## src/rtl/spi_mem_ctrl_if.sv

```systemverilog
// Request port from the CPU control FSM plus the SPI pins of the serial SRAM,
// bundled so the memory controller and its environment share one connection.
interface spi_mem_ctrl_if #(
  parameter int ADDR_WIDTH     = 16,
  parameter int DATA_BUS_WIDTH = 8
);
  logic [1:0]                mem_ctrl_op;
  logic [ADDR_WIDTH-1:0]     addr;
  logic [DATA_BUS_WIDTH-1:0] data_in;
  logic [DATA_BUS_WIDTH-1:0] data_out;
  logic                      mem_op_done;
  logic                      spi_cs_n;
  logic                      spi_sclk;
  logic                      spi_mosi;
  logic                      spi_miso;

  modport slave (
    input  mem_ctrl_op, addr, data_in, spi_miso,
    output data_out, mem_op_done, spi_cs_n, spi_sclk, spi_mosi
  );

  modport master (
    output mem_ctrl_op, addr, data_in, spi_miso,
    input  data_out, mem_op_done, spi_cs_n, spi_sclk, spi_mosi
  );
endinterface

```

## src/rtl/spi_mem_ctrl.sv

```systemverilog
// Executes single-byte MEM_READ/MEM_WRITE requests against a 23LC-style serial SRAM
// over SPI mode 0, returning the read byte and a one-cycle completion strobe.
module spi_mem_ctrl #(
  parameter int DATA_BUS_WIDTH = 8,
  parameter int ADDR_WIDTH     = 16,
  parameter int SCLK_HALF      = 1
) (
  input logic           clock,
  input logic           reset,
  spi_mem_ctrl_if.slave bus
);
  localparam logic [1:0] MEM_READ  = 2'd1;
  localparam logic [1:0] MEM_WRITE = 2'd2;
  localparam logic [7:0] CMD_READ  = 8'h03;
  localparam logic [7:0] CMD_WRITE = 8'h02;
  localparam int FRAME_W = 24 + DATA_BUS_WIDTH;
  localparam int BC_W    = $clog2(FRAME_W);
  localparam int PW      = $clog2(2 * SCLK_HALF) + 1;
  localparam logic [PW-1:0]   PH_RISE = PW'(SCLK_HALF - 1);
  localparam logic [PW-1:0]   PH_FALL = PW'(2 * SCLK_HALF - 1);
  localparam logic [BC_W-1:0] BC_LAST = BC_W'(FRAME_W - 1);

  typedef enum logic [2:0] {IDLE, SETUP, SHIFT, HOLD, DONE, RELEASE} state_e;

  state_e                    state, state_nx;
  logic [FRAME_W-1:0]        frame, frame_new;
  logic [DATA_BUS_WIDTH-1:0] rx, dout;
  logic [BC_W-1:0]           bit_cnt;
  logic [PW-1:0]             phase;
  logic                      is_read;
  logic                      cs_n_q, sclk_q, mosi_q, done_q;
  logic                      cs_n_d, sclk_d, mosi_d, done_d;
  logic [15:0]               addr_ext;
  logic                      req_rd, req_wr, rise, fall, last_bit;

  assign req_rd    = (bus.mem_ctrl_op == MEM_READ);
  assign req_wr    = (bus.mem_ctrl_op == MEM_WRITE);
  assign addr_ext  = 16'(bus.addr);
  assign frame_new = {req_rd ? CMD_READ : CMD_WRITE, addr_ext, req_rd ? '0 : bus.data_in};
  assign rise      = (state == SHIFT) && (phase == PH_RISE);
  assign fall      = (state == SHIFT) && (phase == PH_FALL);
  assign last_bit  = (bit_cnt == BC_LAST);

  // Output values are computed for the state being entered, then registered.
  always_comb begin
    state_nx = state;
    cs_n_d   = cs_n_q;
    sclk_d   = sclk_q;
    mosi_d   = mosi_q;
    done_d   = 1'b0;
    case (state)
      IDLE: begin
        if (req_rd || req_wr) begin
          state_nx = SETUP;
          cs_n_d   = 1'b0;
          mosi_d   = frame_new[FRAME_W-1];
        end
      end
      SETUP: state_nx = SHIFT;
      SHIFT: begin
        if (rise) sclk_d = 1'b1;
        if (fall) begin
          sclk_d = 1'b0;
          mosi_d = frame[FRAME_W-2];
          if (last_bit) begin
            state_nx = HOLD;
            mosi_d   = 1'b0;
          end
        end
      end
      HOLD: begin
        state_nx = DONE;
        cs_n_d   = 1'b1;
        done_d   = 1'b1;
      end
      DONE: state_nx = RELEASE;
      RELEASE: begin
        if (!(req_rd || req_wr)) state_nx = IDLE;
      end
      default: begin
        state_nx = IDLE;
        cs_n_d   = 1'b1;
        sclk_d   = 1'b0;
        mosi_d   = 1'b0;
      end
    endcase
  end

  always_ff @(posedge clock or negedge reset) begin
    if (!reset) begin
      state  <= IDLE;
      cs_n_q <= 1'b1;
      sclk_q <= 1'b0;
      mosi_q <= 1'b0;
      done_q <= 1'b0;
    end else begin
      state  <= state_nx;
      cs_n_q <= cs_n_d;
      sclk_q <= sclk_d;
      mosi_q <= mosi_d;
      done_q <= done_d;
    end
  end

  // Frame shifts out on SCLK falls; MISO is captured on the cycle SCLK rises.
  always_ff @(posedge clock or negedge reset) begin
    if (!reset) begin
      frame   <= '0;
      rx      <= '0;
      dout    <= '0;
      bit_cnt <= '0;
      phase   <= '0;
      is_read <= 1'b0;
    end else begin
      case (state)
        IDLE: begin
          if (req_rd || req_wr) begin
            frame   <= frame_new;
            is_read <= req_rd;
            bit_cnt <= '0;
            phase   <= '0;
          end
        end
        SHIFT: begin
          if (rise) rx <= {rx[DATA_BUS_WIDTH-2:0], bus.spi_miso};
          if (fall) begin
            phase   <= '0;
            frame   <= {frame[FRAME_W-2:0], 1'b0};
            bit_cnt <= bit_cnt + BC_W'(1);
          end else begin
            phase <= phase + PW'(1);
          end
        end
        HOLD: begin
          if (is_read) dout <= rx;
        end
        default: ;
      endcase
    end
  end

  assign bus.spi_cs_n    = cs_n_q;
  assign bus.spi_sclk    = sclk_q;
  assign bus.spi_mosi    = mosi_q;
  assign bus.mem_op_done = done_q;
  assign bus.data_out    = dout;
endmodule

```

## src/flat_wrapper.sv

```systemverilog
// flat-port wrapper written by rule: the top's interface ports become plain ports
module spi_mem_ctrl_flat 
#(
  parameter int DATA_BUS_WIDTH = 8,
  parameter int ADDR_WIDTH     = 16,
  parameter int SCLK_HALF      = 1
)
  (clock, reset, bus_mem_ctrl_op, bus_addr, bus_data_in, bus_spi_miso, bus_data_out, bus_mem_op_done, bus_spi_cs_n, bus_spi_sclk, bus_spi_mosi);
  spi_mem_ctrl_if #(.ADDR_WIDTH(ADDR_WIDTH), .DATA_BUS_WIDTH(DATA_BUS_WIDTH)) bus_i ();
  input logic clock;
  input logic reset;
  input wire logic [$bits(bus_i.mem_ctrl_op)-1:0] bus_mem_ctrl_op;
  input wire logic [$bits(bus_i.addr)-1:0] bus_addr;
  input wire logic [$bits(bus_i.data_in)-1:0] bus_data_in;
  input wire logic [$bits(bus_i.spi_miso)-1:0] bus_spi_miso;
  output wire logic [$bits(bus_i.data_out)-1:0] bus_data_out;
  output wire logic [$bits(bus_i.mem_op_done)-1:0] bus_mem_op_done;
  output wire logic [$bits(bus_i.spi_cs_n)-1:0] bus_spi_cs_n;
  output wire logic [$bits(bus_i.spi_sclk)-1:0] bus_spi_sclk;
  output wire logic [$bits(bus_i.spi_mosi)-1:0] bus_spi_mosi;
  assign bus_i.mem_ctrl_op = bus_mem_ctrl_op;
  assign bus_i.addr = bus_addr;
  assign bus_i.data_in = bus_data_in;
  assign bus_i.spi_miso = bus_spi_miso;
  assign bus_data_out = bus_i.data_out;
  assign bus_mem_op_done = bus_i.mem_op_done;
  assign bus_spi_cs_n = bus_i.spi_cs_n;
  assign bus_spi_sclk = bus_i.spi_sclk;
  assign bus_spi_mosi = bus_i.spi_mosi;
  spi_mem_ctrl #(.DATA_BUS_WIDTH(DATA_BUS_WIDTH), .ADDR_WIDTH(ADDR_WIDTH), .SCLK_HALF(SCLK_HALF)) u_core (.clock(clock), .reset(reset), .bus(bus_i));
endmodule
```

## config.mk

```make
export PLATFORM = sky130hd
export DESIGN_NAME = spi_mem_ctrl_flat
export DESIGN_NICKNAME = d
export VERILOG_FILES = /design/src/rtl/spi_mem_ctrl_if.sv /design/src/rtl/spi_mem_ctrl.sv /design/src/flat_wrapper.sv
export SDC_FILE = /design/constraint.sdc
export NUM_CORES = 1
export LEC_CHECK = 0
export ABC_AREA = 1
export CORE_MARGIN = 1
export CORE_UTILIZATION = 55
export DETAILED_ROUTE_END_ITERATION = 10
export PLACE_DENSITY = 0.78
export SLEW_MARGIN = 20
export SYNTH_ARGS = -nofsm -noshare
export SYNTH_HDL_FRONTEND = slang
export SYNTH_SLANG_ARGS = --single-unit
```

## constraint.sdc

```tcl
create_clock -name clock -period 2.2 [get_ports clock]
set_input_delay 0.44 -clock clock [delete_from_list [all_inputs] [get_ports clock]]
set_output_delay 0.44 -clock clock [all_outputs]
set_load 0.02 [all_outputs]
```

After elaboration in Yosys (flattened, before gate mapping)
Index checks and enable logic that the tools add are counted.
{ "classes": {"n_reduce_logical": 18, "mux": 26, "addsub": 2, "n_eq_ne": 14, "bitwise_logic": 3} }
{ "op_table": {"columns": ["op", "n"], "rows": [
  ["$mux W31", 2],
  ["$pmux W31 S2", 1],
  ["$pmux W3 S6", 1],
  ["$mux W3", 4],
  ["$reduce_and A2 Y1", 6],
  ["$mux W5", 2],
  ["$pmux W5 S2", 1],
  ["$mux W1", 8],
  ["$mux W8", 1],
  ["$reduce_or A4 Y1", 2],
  ["$eq A3 B2 Y1 const B", 2],
  ["$eq A3 B3 Y1 const B", 2],
  ["$ne A2 B1 Y1 const B", 3],
  ["$reduce_and A3 Y1", 2],
  ["$add A5 B1 Y5 const B", 1],
  ["$eq A5 B5 Y1 const B", 1],
  ["$reduce_or A5 Y1", 1],
  ["$eq A2 B1 Y1 const B", 2],
  ["$mux W2", 2],
  ["$pmux W1 S2", 2],
  ["$pmux W2 S2", 1],
  ["$reduce_and A4 Y1", 1],
  ["$eq A3 B1 Y1 const B", 1],
  ["$logic_not A3 Y1", 1],
  ["other kinds (10)", 13]
]} }
{ "word_totals": {"output_inout_bits": 12, "wordCells": 74, "register_bits": 62, "input_bits": 29} }

Logic depth before layout (Yosys ltp)
{ "depth": {"word_depth": 5, "mapped_depth": 9, "ltp_nobuf": 9} }

Least setup slack after synthesis
No wires, ideal clock.
{ "synth_timing": {"kind": "input -> register", "start": "input port bus_mem_ctrl_op[1]", "end": "register u_core.frame[10]", "path_slack_ps": 732, "path_buffers": 1, "required_time_ps": 2134, "path_stages": 8, "setup_time_ps": 66, "arrival_ps": 1402, "path_cell_list": "inv_1 -> ha_1 -> nor2_1 -> nand2_1 -> nand2_2 -> buf_6 -> nand2_1 -> nand2_1"} }
{ "synth_between": {"elab_chain_cells": 4, "elab_cells_between_ends": 5, "cone_classes": "eq/ne: 3; reduce/logical: 2"} }
{ "synth_rtl": {"columns": ["element", "line_no", "source"], "rows": [
  ["start, declared", "flat_wrapper.sv:12", "input wire logic [$bits(bus_i.mem_ctrl_op)-1:0] bus_mem_ctrl_op;"],
  ["$eq A2 B1 Y1 or $eq A2 B2 Y1 (tied branches)", "spi_mem_ctrl.sv:36, spi_mem_ctrl.sv:37", null],
  ["$logic_or A1 B1 Y1 (*)", "spi_mem_ctrl.sv:117", "if (req_rd || req_wr) begin"],
  ["$ne A2 B1 Y1 (no source line) (*)", null, null],
  ["$reduce_and A3 Y1 (no source line) (*)", null, null],
  ["end signal, assigned", "spi_mem_ctrl.sv:118", "frame <= frame_new;"],
  ["end signal, assigned", "spi_mem_ctrl.sv:128", "frame <= {frame[FRAME_W-2:0], 1'b0};"],
  ["end, declared", "spi_mem_ctrl.sv:26", "logic [FRAME_W-1:0] frame, frame_new;"]
]} }
Mark *: on every way between the ends. The rest lies on a longest branch, timed or not.
A chain may end at the register's enable or synchronous reset.

Worst setup path after layout
{ "layout_timing": {"start": "register u_core.cs_n_q (netlist: u_core.bus.spi_cs_n)", "end": "output port bus_spi_cs_n"} }
{ "layout_rtl": {"columns": ["element", "line_no", "source"], "rows": [
  ["start, declared", "spi_mem_ctrl.sv:31", "logic cs_n_q, sclk_q, mosi_q, done_q;"],
  ["start signal, assigned", "spi_mem_ctrl.sv:98", "cs_n_q <= cs_n_d;"],
  ["end, declared", "flat_wrapper.sv:18", "output wire logic [$bits(bus_i.spi_cs_n)-1:0] bus_spi_cs_n;"]
]} }
No word-level cell between the ends.

==> impl_metrics.yaml <==
synthesis:
  synth.area.top_cells: "dfrtp_1, nand2_1, nand3_1"
  avgSynthCellArea_um2: 7.64
  synth_top_area_share_pct: 50.1
  synth_area_mm2: 0.00305
  synth_cell_type_count: 21
  ys_warn_count: 0
  ys_ff_latch: 62
  syn_inst: 399
  synth_nets: 431
  synth_area_leader_cell: "dfrtp_1"
  ys_seq_area_share_pct: 50.9
status:
  status: "complete, no violations"
flow_run:
  max-cap-violations: 0
floorplan:
  die_y_um: 76.5
  io_pins: 41
  rows: 26
  core_mm2: 0.00524
  die_x_um: 76.5
  start_util_pct: 58.2
  die_area_mm2: 0.00585
power_and_ir_drop:
  p_leak_nw: 1.99
  powerDensity_mw_per_mm2: 1330
  ir_drop_mv: 0.676
sta:
  relSlewSlack_pct: 73.8
  whs_ns: 0.0806
  fin_ws_ns: 0.261
  tightest_slew_ns: 0.392
  rsz0062_at_grt: "no"
  timing.setup.tns_ns: 0
  finalCritPeriodShare_pct: 88.1
  setup_viol: 0
  max_freq_ghz: 0.516
  hold_viol_final: 0
  maxSlewViolCount: 0
  period_minus_slack_ns: 1.94
  finClkSkew_ns: 0.00991
grt:
  track_usage_pct: 25.1
  grt_max_degree: 63
  grt_pass1_wl_um: 11500
  grt_antenna_before_repair: 0
  grt_overflow_total: 0
  grt_pass1_vias: 2565
setup_path:
  worst_setup_path_end_kind: "output port"
  crit_buf_inv: 1
  start_kind: "flop"
  crit_cells: 1
  crit_chain: "clkdlybuf4s50_1"
  reg2regPathDepth: 6
  crit_family: "buffers and inverters"
  critical_path.max_stage_delay_ns: 0.61
  cp_data_arrival_time_ns: 1.50
  crit_slowest_cell: "clkdlybuf4s50_1"
  criticalPathCategory: "flop to output port"
  cp.required_ns: 1.76
  crit_fanout: 2
cells_and_area:
  drive_gt1_share_pct: 7.45
  multi_input_area_mm2: 0.00130
  antenna_cells: 0
  fillCellCount: 441
  nets: 470
  design_area_mm2: 0.00370
  postLayoutCoreUtil_pct: 70.7
  syn_to_final_growth_pct: 21.4
  register_area_mm2: 0.00155
detailed_routing:
  drt-total-wl_um: 6740
  vias: 2695
  antenna_left: 0
  wl_per_cell_um: 13.1
  drt-pass1-iter-count: 4
  vias_per_cell: 5.25
  route.detailed.drc: 0
  drt_iter0_drc: 205
placement:
  gp_congestion: 0.834
  dp_slack_ns: 0.153
  numPortBuffers: 40
  dpl.hpwl_um: 4200
  dpl-instance-area_mm2: 0.00352
clock_tree:
  clk_pin_slew_worst_paths_ns: 0.07
  cts_buffers: 9
  clk_latency_ns: 0.35
  hold_buffers: 0
  cts_buffer_depth: 2
  cts_tree: "yes"
  cts_resized: 0
  cts_root_buf: "clkbuf_8"
  clock_sinks: 62
  cts_setup_buffers: 0
  htreeDepth: 3
hold_path:
  hold_class: "input pin to async pin"
sequential cells by signal (all words and copies together), names as in the netlist:
| name | cells |
|---|---|
| u_core.rx | 8 |
| u_core.bus.spi_cs_n | 1 |
| u_core.bus.data_out | 8 |
| u_core.phase | 2 |
| u_core.is_read | 1 |
| u_core.bit_cnt | 5 |
| u_core.bus.spi_mosi | 1 |
| u_core.state | 3 |
| u_core.bus.mem_op_done | 1 |
| u_core.frame | 31 |
| u_core.bus.spi_sclk | 1 |
cell usage in the layout (no fill, tap or decap):
cell type | netlist | routed
clkbuf_1 | 7 | 3
nand4_4 | 1 | 1
or2_0 | 1 | 1
clkinvlp_4 | 0 | 1
nand2_1 | 171 | 171
dfrtp_1 | 61 | 61
nand4_1 | 1 | 1
nand2_2 | 3 | 3
clkbuf_8 | 0 | 9
a21oi_1 | 4 | 4
nor3_1 | 1 | 1
nand3b_1 | 1 | 1
inv_1 | 20 | 20
nand3_1 | 83 | 83
buf_2 | 10 | 1
ha_1 | 3 | 3
clkinv_2 | 0 | 2
nor2_1 | 19 | 19
clkdlybuf4s50_1 | 0 | 39
buf_12 | 0 | 2
buf_4 | 2 | 9
o21ai_0 | 3 | 3
bufinv_16 | 0 | 1
dfstp_2 | 1 | 1
nor2_4 | 3 | 3
worst paths after layout:
check,start,end,slack [ns]
min in group clock,u_core.bus.data_out[4]$_DFFE_PN0P_,u_core.bus.data_out[4]$_DFFE_PN0P_,0.47
max,u_core.bus.spi_cs_n$_DFFE_PN1P_,bus_spi_cs_n,0.26
min reg2reg,u_core.bus.data_out[4]$_DFFE_PN0P_,u_core.bus.data_out[4]$_DFFE_PN0P_,0.47
max in group asynchronous,reset,u_core.bus.spi_cs_n$_DFFE_PN1P_,1.81
min,reset,u_core.bus.data_out[6]$_DFFE_PN0P_,0.08
max reg2reg,u_core.state[2]$_DFFE_PN0P_,u_core.rx[0]$_DFFE_PN0P_,0.45
metrics by stage:
| stage | total power, mW | std cells |
|---|---|---|
| after floorplan | 3.35 | 399 |
| after global placement | 3.89 | 497 |
| after detailed placement | 3.95 | 497 |
| after CTS | 4.93 | 513 |
| after global routing | 5.31 | 513 |
| final | 4.91 | 513 |
synthesized netlist by cell type:
cell      instances
buf_4             2
nor2_1           19
nand4_4           1
ha_1              3
o21ai_0           3
clkbuf_1          7
or2_0             1
dfrtp_1          61
inv_1            20
nand3b_1          1
buf_2            10
a21oi_1           4
nand3_1          83
nor2_4            3
dfstp_2           1
nand4_1           1
buf_6             2
nor3_1            1
buf_1             2
nand2_2           3
nand2_1         171
per-layer routing:
layer / up-vias / share of wire [%] / global-route usage [%]
met5: - / 0 / 0
met4: 0 / 1.1 / 9.04
met3: 10 / 6.1 / 6.83
met2: 82 / 47 / 40.2
met1: 1258 / 46 / 32.6
li1: 1345 / - / -
cell families after synthesis:
family / Yosys count / share of synthesized area (%)
DFF: 62 / 50.9
and+or+nand+nor: 284 / 40.3
AOI/OAI and AO/OA: 7 / 1.15
buffers and inverters: 43 / 6.44
adders and majority gates: 3 / 1.23
layout make-up:
cell class	instances	area share [%]
timing repair buffer	51	13.6
clock buffer	12	3.65
inverter	20	2.03
sequential	62	42.0
clock inverter	4	1.28
tap	70	2.37
multi-input combinational	294	35.1
where the power goes:
group / total (mW) / internal, mW / switching, mW
logic: 2.00 / 0.756 / 1.24
registers: 1.95 / 1.60 / 0.346
clock network: 0.962 / 0.520 / 0.442
(Power assumes the default switching activity.)
